File: src/rtl/gray_pkg.sv
// Shared Gray-code helpers for counters and pointer logic.
// The helpers work on a fixed maximum width. Narrower values are zero-extended
// on the way in and truncated on the way out. Both conversions are
// unaffected by leading zeros, so the result is correct for any width up to GRAY_MAXW.
package gray_pkg;

    localparam int GRAY_MAXW = 64;

    // Binary to reflected Gray code.
    function automatic logic [GRAY_MAXW-1:0] bin2gray(input logic [GRAY_MAXW-1:0] b);
        return b ^ (b >> 1);
    endfunction

    // Gray code back to binary: each binary bit is the XOR of all Gray bits at or above it.
    function automatic logic [GRAY_MAXW-1:0] gray2bin(input logic [GRAY_MAXW-1:0] g);
        logic [GRAY_MAXW-1:0] b;
        b[GRAY_MAXW-1] = g[GRAY_MAXW-1];
        for (int i = GRAY_MAXW - 2; i >= 0; i--) begin
            b[i] = b[i+1] ^ g[i];
        end
        return b;
    endfunction

    // All-ones value for a counter of the given width (the top of its range).
    function automatic logic [GRAY_MAXW-1:0] max_val(input int width);
        logic [GRAY_MAXW-1:0] m;
        m = '0;
        for (int i = 0; i < GRAY_MAXW; i++) begin
            if (i < width) m[i] = 1'b1;
        end
        return m;
    endfunction

endpackage

File: src/rtl/gray2bin_conv.sv
// Combinational, width-parametrised Gray-to-binary converter.
// This is the inverse of the binary-to-Gray mapping. It is written as an explicit ripple
// so it stays usable at any width without the package's maximum-width limit.
module gray2bin_conv #(
    parameter int WIDTH = 4
) (
    input  logic [WIDTH-1:0] gray,
    output logic [WIDTH-1:0] bin
);

    // The MSB passes through. Every lower bit XORs in the binary bit above it.
    always_comb begin
        bin = '0;
        bin[WIDTH-1] = gray[WIDTH-1];
        for (int i = WIDTH - 2; i >= 0; i--) begin
            bin[i] = bin[i+1] ^ gray[i];
        end
    end

endmodule

File: src/rtl/gray_code_counter.sv
// Up/down counter holding a binary count and its Gray image in lockstep.
// Both images are registered from the same next-state value. This lets gray_out
// serve as a clock-domain-crossing pointer with no skew relative to bin_out.
// Loads accept binary or Gray values. The range ends can wrap or saturate, and
// tc marks each update that hits a range end.
module gray_code_counter
    import gray_pkg::*;
#(
    parameter int WIDTH     = 4,
    parameter bit WRAP      = 1'b1,
    parameter int RESET_VAL = 0
) (
    input  logic             clk,
    input  logic             reset,
    input  logic             en,
    input  logic             up_dn,
    input  logic             load,
    input  logic             load_gray,
    input  logic [WIDTH-1:0] load_val,
    output logic [WIDTH-1:0] bin_out,
    output logic [WIDTH-1:0] gray_out,
    output logic             tc
);

    localparam logic [WIDTH-1:0] MAX_VAL  = WIDTH'(max_val(WIDTH));
    localparam logic [WIDTH-1:0] RST_BIN  = WIDTH'(RESET_VAL);
    localparam logic [WIDTH-1:0] RST_GRAY = RST_BIN ^ (RST_BIN >> 1);

    logic [WIDTH-1:0] load_bin;
    logic [WIDTH-1:0] load_sel;
    logic [WIDTH-1:0] nxt_bin;
    logic [WIDTH-1:0] nxt_gray;
    logic             nxt_tc;
    logic             at_top;
    logic             at_bot;

    // Decode a Gray-coded load value on the side. The mux below selects it only while load is high,
    // so X on load_val cannot leak into the count while no load is in progress.
    gray2bin_conv #(.WIDTH(WIDTH)) u_load_conv (
        .gray (load_val),
        .bin  (load_bin)
    );

    assign load_sel = load_gray ? load_bin : load_val;
    assign at_top   = (bin_out == MAX_VAL);
    assign at_bot   = (bin_out == '0);

    // Next-state selection: load beats count. tc flags only updates that hit a range end.
    always_comb begin
        nxt_bin = bin_out;
        nxt_tc  = 1'b0;
        if (load) begin
            nxt_bin = load_sel;
        end else if (en) begin
            if (up_dn) begin
                if (at_top) begin
                    nxt_tc  = 1'b1;
                    nxt_bin = WRAP ? '0 : bin_out;
                end else begin
                    nxt_bin = bin_out + 1'b1;
                end
            end else begin
                if (at_bot) begin
                    nxt_tc  = 1'b1;
                    nxt_bin = WRAP ? MAX_VAL : bin_out;
                end else begin
                    nxt_bin = bin_out - 1'b1;
                end
            end
        end
    end

    // The Gray image comes from the next binary value, so both outputs update on the same edge.
    assign nxt_gray = WIDTH'(bin2gray(GRAY_MAXW'(nxt_bin)));

    // State register. The synchronous reset overrides load and count.
    always_ff @(posedge clk) begin
        if (reset) begin
            bin_out  <= RST_BIN;
            gray_out <= RST_GRAY;
            tc       <= 1'b0;
        end else begin
            bin_out  <= nxt_bin;
            gray_out <= nxt_gray;
            tc       <= nxt_tc;
        end
    end

endmodule

File: config.mk
export PLATFORM = sky130hd
export DESIGN_NAME = gray_code_counter
export DESIGN_NICKNAME = d
export VERILOG_FILES = /design/src/rtl/gray_pkg.sv /design/src/rtl/gray2bin_conv.sv /design/src/rtl/gray_code_counter.sv
export SDC_FILE = /design/constraint.sdc
export NUM_CORES = 1
export LEC_CHECK = 0
export ABC_AREA = 1
export CORE_MARGIN = 1
export CORE_UTILIZATION = 40
export DETAILED_ROUTE_END_ITERATION = 10
export PLACE_DENSITY_LB_ADDON = 0.08
export SETUP_SLACK_MARGIN = 0.5
export SLEW_MARGIN = 5
export SYNTH_ARGS = -nofsm -noshare
export SYNTH_HDL_FRONTEND = slang
export SYNTH_HIERARCHICAL = 1
export SYNTH_SLANG_ARGS = --single-unit
export TNS_END_PERCENT = 20
File: constraint.sdc
create_clock -name clk -period 3.3 [get_ports clk]
set_input_delay 0.66 -clock clk [delete_from_list [all_inputs] [get_ports clk]]
set_output_delay 0.66 -clock clk [all_outputs]
set_load 0.01 [all_outputs]
==> impl_metrics.toml, run 1 <==
[setup_path]
crit_family = "buffers and inverters"
regToRegSetupSlack_ns = 1.62
reg2reg_to = "gray_out[0]"
critPathKind = "reg -> out"
crit_path_max_incr_delay_ns = 0.58
critPathCaptureType = "primary output"
cp.required_ns = 2.64
timing.rr.start = "bin_out[0]"
cp_max_fo = 8
crit_chain = "clkdlybuf4s50_1"
arrival_ns = 1.28
r2r_cells = 10
slowest_stage = "clkdlybuf4s50_1"
worstPathBufferInverterCount = 1
cp-start-kind = "flop"

[place]
portBuffers = 18
gp_routability_congestion = 0.860
placed_cell_area_um2 = 808
place_hpwl_um = 1080

[clock_network]
ctsResizeCount = 0
cts_tree = "yes"
insertion_delay_ns = 0.25
numCtsBuffers = 3
path_clk_slew_ns = 0.05
cts.sinks = 8
cts_max_level = 1
cts.path.max_buffers = 2
hold_buffers = 0
clock-root-buffer = "clkbuf_4"
cts_setup_buffers = 0

[cells_and_area]
multiInputGateArea_um2 = 385
mostFrequentLayoutCells = "28 x nand2_1, 18 x clkdlybuf4s50_1, 15 x nor2_1"
final_nets = 138
final_cell_area_um2 = 831
regArea_um2 = 160
drive_above_1_share_pct = 9.68
layout_commonest_cell = "nand2_1"
fillers = 143
n_antenna_cell = 0
syn_to_final_growth_pct = 33.1

[worst_hold_path]
min_path_type = "reg -> reg"
min_to = "tc"
min_from = "bin_out[2]"
hold_depth = 4

[synthesis]
ys_seq_area_share_pct = 25.7
synth_cells = 105
synth_fp_nets = 117
synth.avg_cell_area_um2 = 5.95
ys_types = 20
ys_seq_elements = 8
synth_top_cell_by_area = "dfxtp_1"
synth_top_area_share_pct = 25.7
ys_top_cells_by_area = "dfxtp_1 26%, nand2_1 17%, nand3_1 10%"
synth_warnings = 6
synth_area_um2 = 624

[drt]
wirelength_um = 1330
wl_met1_um = 651
wl_met2_um = 614
drt-pass1-iter-count = 4
ant_nets = 0
topRoutingLayerUsed = "met4"
met3_wirelength_um = 46
drc_errors = 0
viasPerCell = 5.02
wl_per_cell_um = 9.56
num_vias = 698
drt_iter0_markers = 12

[timing]
hold_viol_final = 0
max_slew.worst_pin.slew_ns = 0.360
rsz0062_at_grt = "false"
slew-limit-headroom_pct = 76.0
finalClockSkew_ns = 0.000403
setup_tns_ns = 0
period_minus_slack_ns = 1.94
finalCritPeriodShare_pct = 58.8
max_freq_mhz = 515
slew_viol_final = 0
setup_viol = 0

[global_routing]
grt_pass1_wl_um = 2410
grt_use_total_pct = 17.6
grt_overflow = 0
first_global_vias = 559
grt_antenna_before_repair = 0
grt_max_degree = 9

[floorplanning]
die_h_um = 41.5
std_cell_rows = 13
coreArea_mm2 = 0.00138
initial_core_util_pct = 45.2
die_w_um = 41.5
dieArea_mm2 = 0.00172
ios = 19

[status]
outcome = "finished, final reports clean"

[power_and_ir_drop]
ir_drop_v = 0.000252
power_uw = 292
power_density_mw_per_mm2 = 351
cellLeakagePower_uw = 0.000397

[flow_run]
maxCapViolCount = 0
-- cells by family (layout without fill, tap and decap cells) --
logic type / count (synthesis) / in the layout / share of synthesized area (%)
xor gates and xnor gates: 1 / 1 / 1.40
buffers and inverters: 19 / 38 / 12.6
adders and majority gates: 2 / 2 / 4.01
AOI/OAI and AO/OA: 11 / 11 / 10.4
and+or+nand+nor: 64 / 64 / 45.9
DFF: 8 / 8 / 25.7
-- flip-flops by register name (all words and copies together), names as in the netlist --
register,count
bin_out,4
gray_out,3
tc,1
-- synth_stat cells (all sizes together) --
| cell | count |
|---|---|
| a2111oi | 1 |
| a21oi | 4 |
| buf | 2 |
| clkinv | 1 |
| dfxtp | 8 |
| ha | 2 |
| inv | 16 |
| nand2 | 29 |
| nand3 | 16 |
| nand4 | 1 |
| nor2 | 17 |
| nor3 | 1 |
| o211ai | 2 |
| o21ai | 4 |
| xnor2 | 1 |
-- power by group --
| part | internal [uW] | switching, uW | total (uW) |
|---|---|---|---|
| Clock | 41.4 | 29.9 | 71.3 |
| Sequential | 106 | 9.24 | 115 |
| Combinational | 50.6 | 54.5 | 105 |
-- per-stage QoR --
| step | std cells | utilization, % | worst slack (ns) | hold WS [ns] |
|---|---|---|---|---|
| after floorplan | 105 | - | 1.74 | 0.651 |
| after global placement | 136 | 58.5 | 1.19 | 0.677 |
| after detailed placement | 136 | 58.5 | 1.13 | 0.679 |
| after CTS | 139 | 60.1 | 1.35 | 0.692 |
| after global routing | 139 | 60.1 | 1.14 | 0.745 |
| final | 139 | 60.1 | 1.36 | 0.691 |
-- layout make-up --
type,instances,share of cell area [%]
Tap cell,15,2.26
Clock buffer,3,2.71
Multi-Input combinational cell,78,46.4
Inverter,17,7.68
Timing Repair Buffer,18,21.7
Sequential cell,8,19.3
-- per-layer routing --
metal	track usage, %	up-vias
li1	-	376
met1	24.1	303
met2	26.3	17
met3	5.22	2
met4	5.81	0
met5	0	-
-- worst max-delay path by stage --
stage                 from          end  slack [ns]  cells after the start
2_1_floorplan   bin_out[0]  gray_out[0]        1.74                     10
3_3_place_gp   load_val[3]  gray_out[0]        1.19                     10
3_5_place_dp   load_val[3]  gray_out[0]        1.13                     11
4_1_cts         bin_out[2]   bin_out[2]        1.35                      1
5_1_grt        load_val[3]  gray_out[0]        1.14                     11
6_report        bin_out[2]   bin_out[2]        1.36                      1
No activity file was read; power rests on OpenSTA's default activity.
==> run 2, diff against run 1 <==
==> constraint.sdc (replaced) <==
create_clock -name clk -period 1.65 [get_ports clk]
set_input_delay 0.33 -clock clk [delete_from_list [all_inputs] [get_ports clk]]
set_output_delay 0.33 -clock clk [all_outputs]
set_load 0.01 [all_outputs]
==> impl_metrics.toml, run 2 (synthesized netlist as in run 1, its figures left out) <==
[status]
outcome = "finished, final reports clean"

[clock_network]
numCtsBuffers = 3
path_clk_slew_ns = 0.05
cts_max_level = 1
insertion_delay_ns = 0.25
clock-root-buffer = "clkbuf_4"
cts_tree = "yes"
cts.sinks = 8
cts.path.max_buffers = 2

[timing]
slew-limit-headroom_pct = 78.3
max_slew.worst_pin.slew_ns = 0.324
period_minus_slack_ns = 1.39
max_freq_mhz = 720
fin_hold_ws_ns = 0.645
rsz0062_at_grt = "true"
slew_viol_final = 0
finalClockSkew_ns = 0.00738
finalCritPeriodShare_pct = 84.2
hold_viol_final = 0
setup_viol = 0

[power_and_ir_drop]
sequentialPowerShare_pct = 36.8
power_switching_uw = 203
ir_drop_v = 0.000614
clockPowerShare_pct = 22.7
p_int_uw = 417
power_density_mw_per_mm2 = 643
cellLeakagePower_uw = 0.000498
switching_share_pct = 32.7
comb_power_share_pct = 40.4

[floorplanning]
std_cell_rows = 13
die_h_um = 41.5
die_w_um = 41.5
ios = 19
initial_core_util_pct = 45.2
dieArea_mm2 = 0.00172
coreArea_mm2 = 0.00138

[setup_path]
crit_family = "buffers and inverters"
timing.rr.start = "bin_out[0]"
cp-start-kind = "flop"
critical_path_depth = 1
regToRegSetupSlack_ns = 0.26
r2r_cells = 10
cp_max_fo = 1
cp.required_ns = 1.32
slowest_stage = "clkdlybuf4s50_1"
reg2reg_to = "gray_out[1]"
crit_path_max_incr_delay_ns = 0.52
critPathKind = "reg -> out"
worstPathBufferInverterCount = 1
crit_chain = "clkdlybuf4s50_1"
critPathCaptureType = "primary output"
arrival_ns = 1.06

[drt]
wl_per_cell_um = 10.1
drc_errors = 0
drt_iter0_markers = 9
wirelength_um = 1540
ant_nets = 0
num_vias = 737
viasPerCell = 4.85
drt-pass1-iter-count = 4

[cells_and_area]
top_regs = "bin_out: 4 flops, gray_out: 3 flops, tc: 1 flops"
n_antenna_cell = 0
largest-register = "bin_out"
syn_to_final_growth_pct = 54.3
final_nets = 151
instances_no_fill = 152
layout_commonest_cell = "nand2_1"
mostFrequentLayoutCells = "27 x nand2_1, 14 x nor2_1, 13 x buf_4"
largest_reg_flops = 4
final_util_pct = 69.7
drive_above_1_share_pct = 29.2

[global_routing]
grt_overflow = 0
first_global_vias = 626
grt_antenna_before_repair = 0
grt_max_degree = 8
grt_pass1_wl_um = 2520
grt_use_total_pct = 17.9

[place]
dp.cells = 144
gp_routability_congestion = 0.841
place_hpwl_um = 1200
portBuffers = 18

[worst_hold_path]
min_to = "tc"
hold_depth = 3
min_path_type = "reg -> reg"
min_from = "bin_out[3]"

[flow_run]
maxCapViolCount = 0
run 2: changes by cell type in the layout (fill, tap and decap cells not counted), sizes merged:
cell,change
buf,+15
clkdlybuf4s50,-12
dlygate4sd2,+10
run 2: per-layer routing:
layer	share of wire [%]	wire [um]	vias to the layer above	track usage, %
li1	-	-	402	-
met1	45	696	320	22.0
met2	51	790	15	32.5
met3	3.1	48	0	3.91
met4	0	0	0	1.94
met5	0	0	-	0
run 2: worst max-delay path by stage:
stage,slack (ns),from,to
floorplan,0.30,bin_out[0],gray_out[0]
global placement,-0.10,load_val[3],gray_out[0]
CTS,0.25,tc,tc
finish,0.26,tc,tc
detailed placement,-0.16,load_val[3],gray_out[0]
global route,0.14,bin_out[1],gray_out[0]
run 2: cell type report:
type                            count  area (um2)
Clock buffer                        3        22.5
Fill cell                         136         419
Inverter                           17        68.8
Multi-Input combinational cell     78         423
Sequential cell                     8         175
Tap cell                           15        18.8
Timing Repair Buffer               31         255
run 2: per-stage QoR:
step           setup TNS (ns)  area (um2)  worst slack [ns]  total power, uW
6_report                    0         963             0.261              619
5_1_grt                     0         963             0.138              669
4_1_cts                     0         928             0.251              609
3_5_place_dp           -0.447         896            -0.155              474
3_3_place_gp           -0.295         896            -0.104              468
2_1_floorplan               0         652             0.303              367
run 2: repair_timing:
| item | 4_1_cts | 5_1_grt |
|---|---|---|
| pin swaps | 1 | 2 |
| resized for setup | 24 | 7 |
| buffers inserted | 3 | 2 |
| setup endpoints to repair | 17 | 15 |
| hold buffers | 0 | 0 |
run 2: power groups by stage:
stage / clock [uW] / sequential [uW] / combinational (uW)
after floorplan: 0 / 241 / 126
after global placement: 0 / 234 / 233
after detailed placement: 0 / 236 / 238
after CTS: 147 / 228 / 234
after global routing: 156 / 232 / 281
final: 141 / 228 / 251
==> run 3, diff against run 2 <==
==> constraint.sdc (replaced) <==
create_clock -name clk -period 1.34 [get_ports clk]
set_input_delay 0.268 -clock clk [delete_from_list [all_inputs] [get_ports clk]]
set_output_delay 0.268 -clock clk [all_outputs]
set_load 0.01 [all_outputs]
==> impl_metrics.toml, run 3 (synthesized netlist as in run 1, its figures left out) <==
[status]
outcome = "complete, but fails checks"
violations = "negative setup slack"

[timing]
setup_slack_ns = -0.0582
slew-limit-headroom_pct = 76.5
max_freq_mhz = 715
finalCritPeriodShare_pct = 104
max_slew.worst_pin.slew_ns = 0.352
hold_viol_final = 0
slew_viol_final = 0
period_minus_slack_ns = 1.40
setup_viol = 2
rsz0062_at_grt = "true"
finalClockSkew_ns = 0.000596
fin_hold_ws_ns = 0.637

[drt]
viasPerCell = 5.03
drt-pass1-iter-count = 4
wirelength_um = 1630
num_vias = 769
ant_nets = 0
drc_errors = 0
drt_iter0_markers = 18
wl_per_cell_um = 10.6

[global_routing]
grt_overflow = 0
grt_use_total_pct = 20.5
grt_max_degree = 9
grt_antenna_before_repair = 0
first_global_vias = 713
grt_pass1_wl_um = 2820

[clock_network]
numCtsBuffers = 3
cts.sinks = 8
insertion_delay_ns = 0.26
cts_tree = "yes"
cts_max_level = 1
cts.path.max_buffers = 2
clock-root-buffer = "clkbuf_4"
path_clk_slew_ns = 0.05

[cells_and_area]
syn_to_final_growth_pct = 58.7
drive_above_1_share_pct = 36.2
mostFrequentLayoutCells = "26 x nand2_1, 14 x nor2_1, 13 x buf_4"
final_nets = 152
final_util_pct = 71.7
final_cell_area_um2 = 991
layout_commonest_cell = "nand2_1"
largest-register = "bin_out"
largest_reg_flops = 4
top_regs = "bin_out: 4 flops, gray_out: 3 flops, tc: 1 flops"
n_antenna_cell = 0

[setup_path]
arrival_ns = 1.55
timing.rr.start = "bin_out[0]"
cp_max_fo = 4
r2r_cells = 10
cpMostUsedCell = "nand2_1"
cp.required_ns = 1.49
regToRegSetupSlack_ns = -0.06
crit_chain = "inv_4 > ha_4 > xnor2_2 > nand2_1 > o211ai_1 > inv_2 > nor2_4 > nand2_1 > nand2_1 > nor2_1"
reg2reg_to = "gray_out[1]"
critPathCaptureType = "flop"
critPathKind = "reg -> reg"
cp-start-kind = "flop"
slowest_stage = "dfxtp_4"
crit_family = "flip-flops"
crit_path_max_incr_delay_ns = 0.37
worstPathBufferInverterCount = 2

[floorplanning]
ios = 19
die_w_um = 41.5
die_h_um = 41.5
dieArea_mm2 = 0.00172
std_cell_rows = 13
initial_core_util_pct = 45.2
coreArea_mm2 = 0.00138

[power_and_ir_drop]
comb_power_share_pct = 41.0
sequentialPowerShare_pct = 35.5
ir_drop_v = 0.000481
cellLeakagePower_uw = 0.000501
p_int_uw = 526
power_density_mw_per_mm2 = 809
clockPowerShare_pct = 23.5
power_switching_uw = 276
switching_share_pct = 34.4
power_uw = 802

[worst_hold_path]
min_to = "tc"
min_from = "up_dn"
hold_depth = 5
min_path_type = "in -> reg"

[flow_run]
maxCapViolCount = 0

[place]
place_ws_ns = -0.431
gp_routability_congestion = 0.807
portBuffers = 18
place_hpwl_um = 1240
placed_cell_area_um2 = 926
## run 3: cell type report
type	instances	area (um2)
fill	120	392
tap	15	18.8
inverter	17	68.8
timing repair buffer	32	262
sequential	8	175
clock buffer	3	22.5
multi-input combinational	78	444
## run 3: through the flow
stage | setup TNS [ns] | instances
floorplan | -0.0145 | 105
global placement | -1.98 | 148
detailed placement | -2.33 | 148
CTS | -0.0779 | 153
global route | -0.452 | 153
finish | -0.0981 | 153
## run 3: metal layers
layer | global-route usage (%) | vias up | share of wire (%) | wire length, um
met3 | 6.52 | 2 | 3.6 | 59
met5 | 0 | - | 0 | 0
met4 | 3.87 | 0 | 0.55 | 9
met2 | 35.9 | 16 | 51 | 835
met1 | 24.3 | 348 | 44 | 720
li1 | - | 403 | - | -
## run 3: worst register-to-register path, delay by kind of cell (launching register included)
kind                       cells  cell delay (ns)
DFF                            1             0.37
and+or+nand+nor                5             0.35
adders and majority gates      1             0.26
buffers and inverters          2             0.12
xor gates and xnor gates       1             0.10
AOI/OAI and AO/OA              1             0.09
## run 3: repair_timing
action | 4_1_cts | 5_1_grt
endpoints found under the setup margin | 17 | 17
buffers inserted | 2 | 0
hold buffers | 0 | 0
pin swaps | 11 | 2
resized for setup | 55 | 4
## run 3: how the worst max path moves through the flow
stage / startpoint / to / slack (ns) / depth (start not counted)
detailed placement: load_val[3] / gray_out[0] / -0.43 / 10
global placement: load_val[2] / gray_out[0] / -0.36 / 10
CTS: bin_out[1] / gray_out[1] / -0.05 / 10
floorplan: bin_out[0] / gray_out[0] / -0.007 / 10
global route: bin_out[0] / gray_out[0] / -0.16 / 11
finish: bin_out[0] / gray_out[1] / -0.06 / 10
## run 3: power groups by stage
stage                     logic [uW]  registers [uW]  clock network, uW
final                            329             285                188
after global routing             363             289                201
after CTS                        320             285                192
after detailed placement         311             288                  0
after global placement           304             287                  0
after floorplan                  155             297                  0
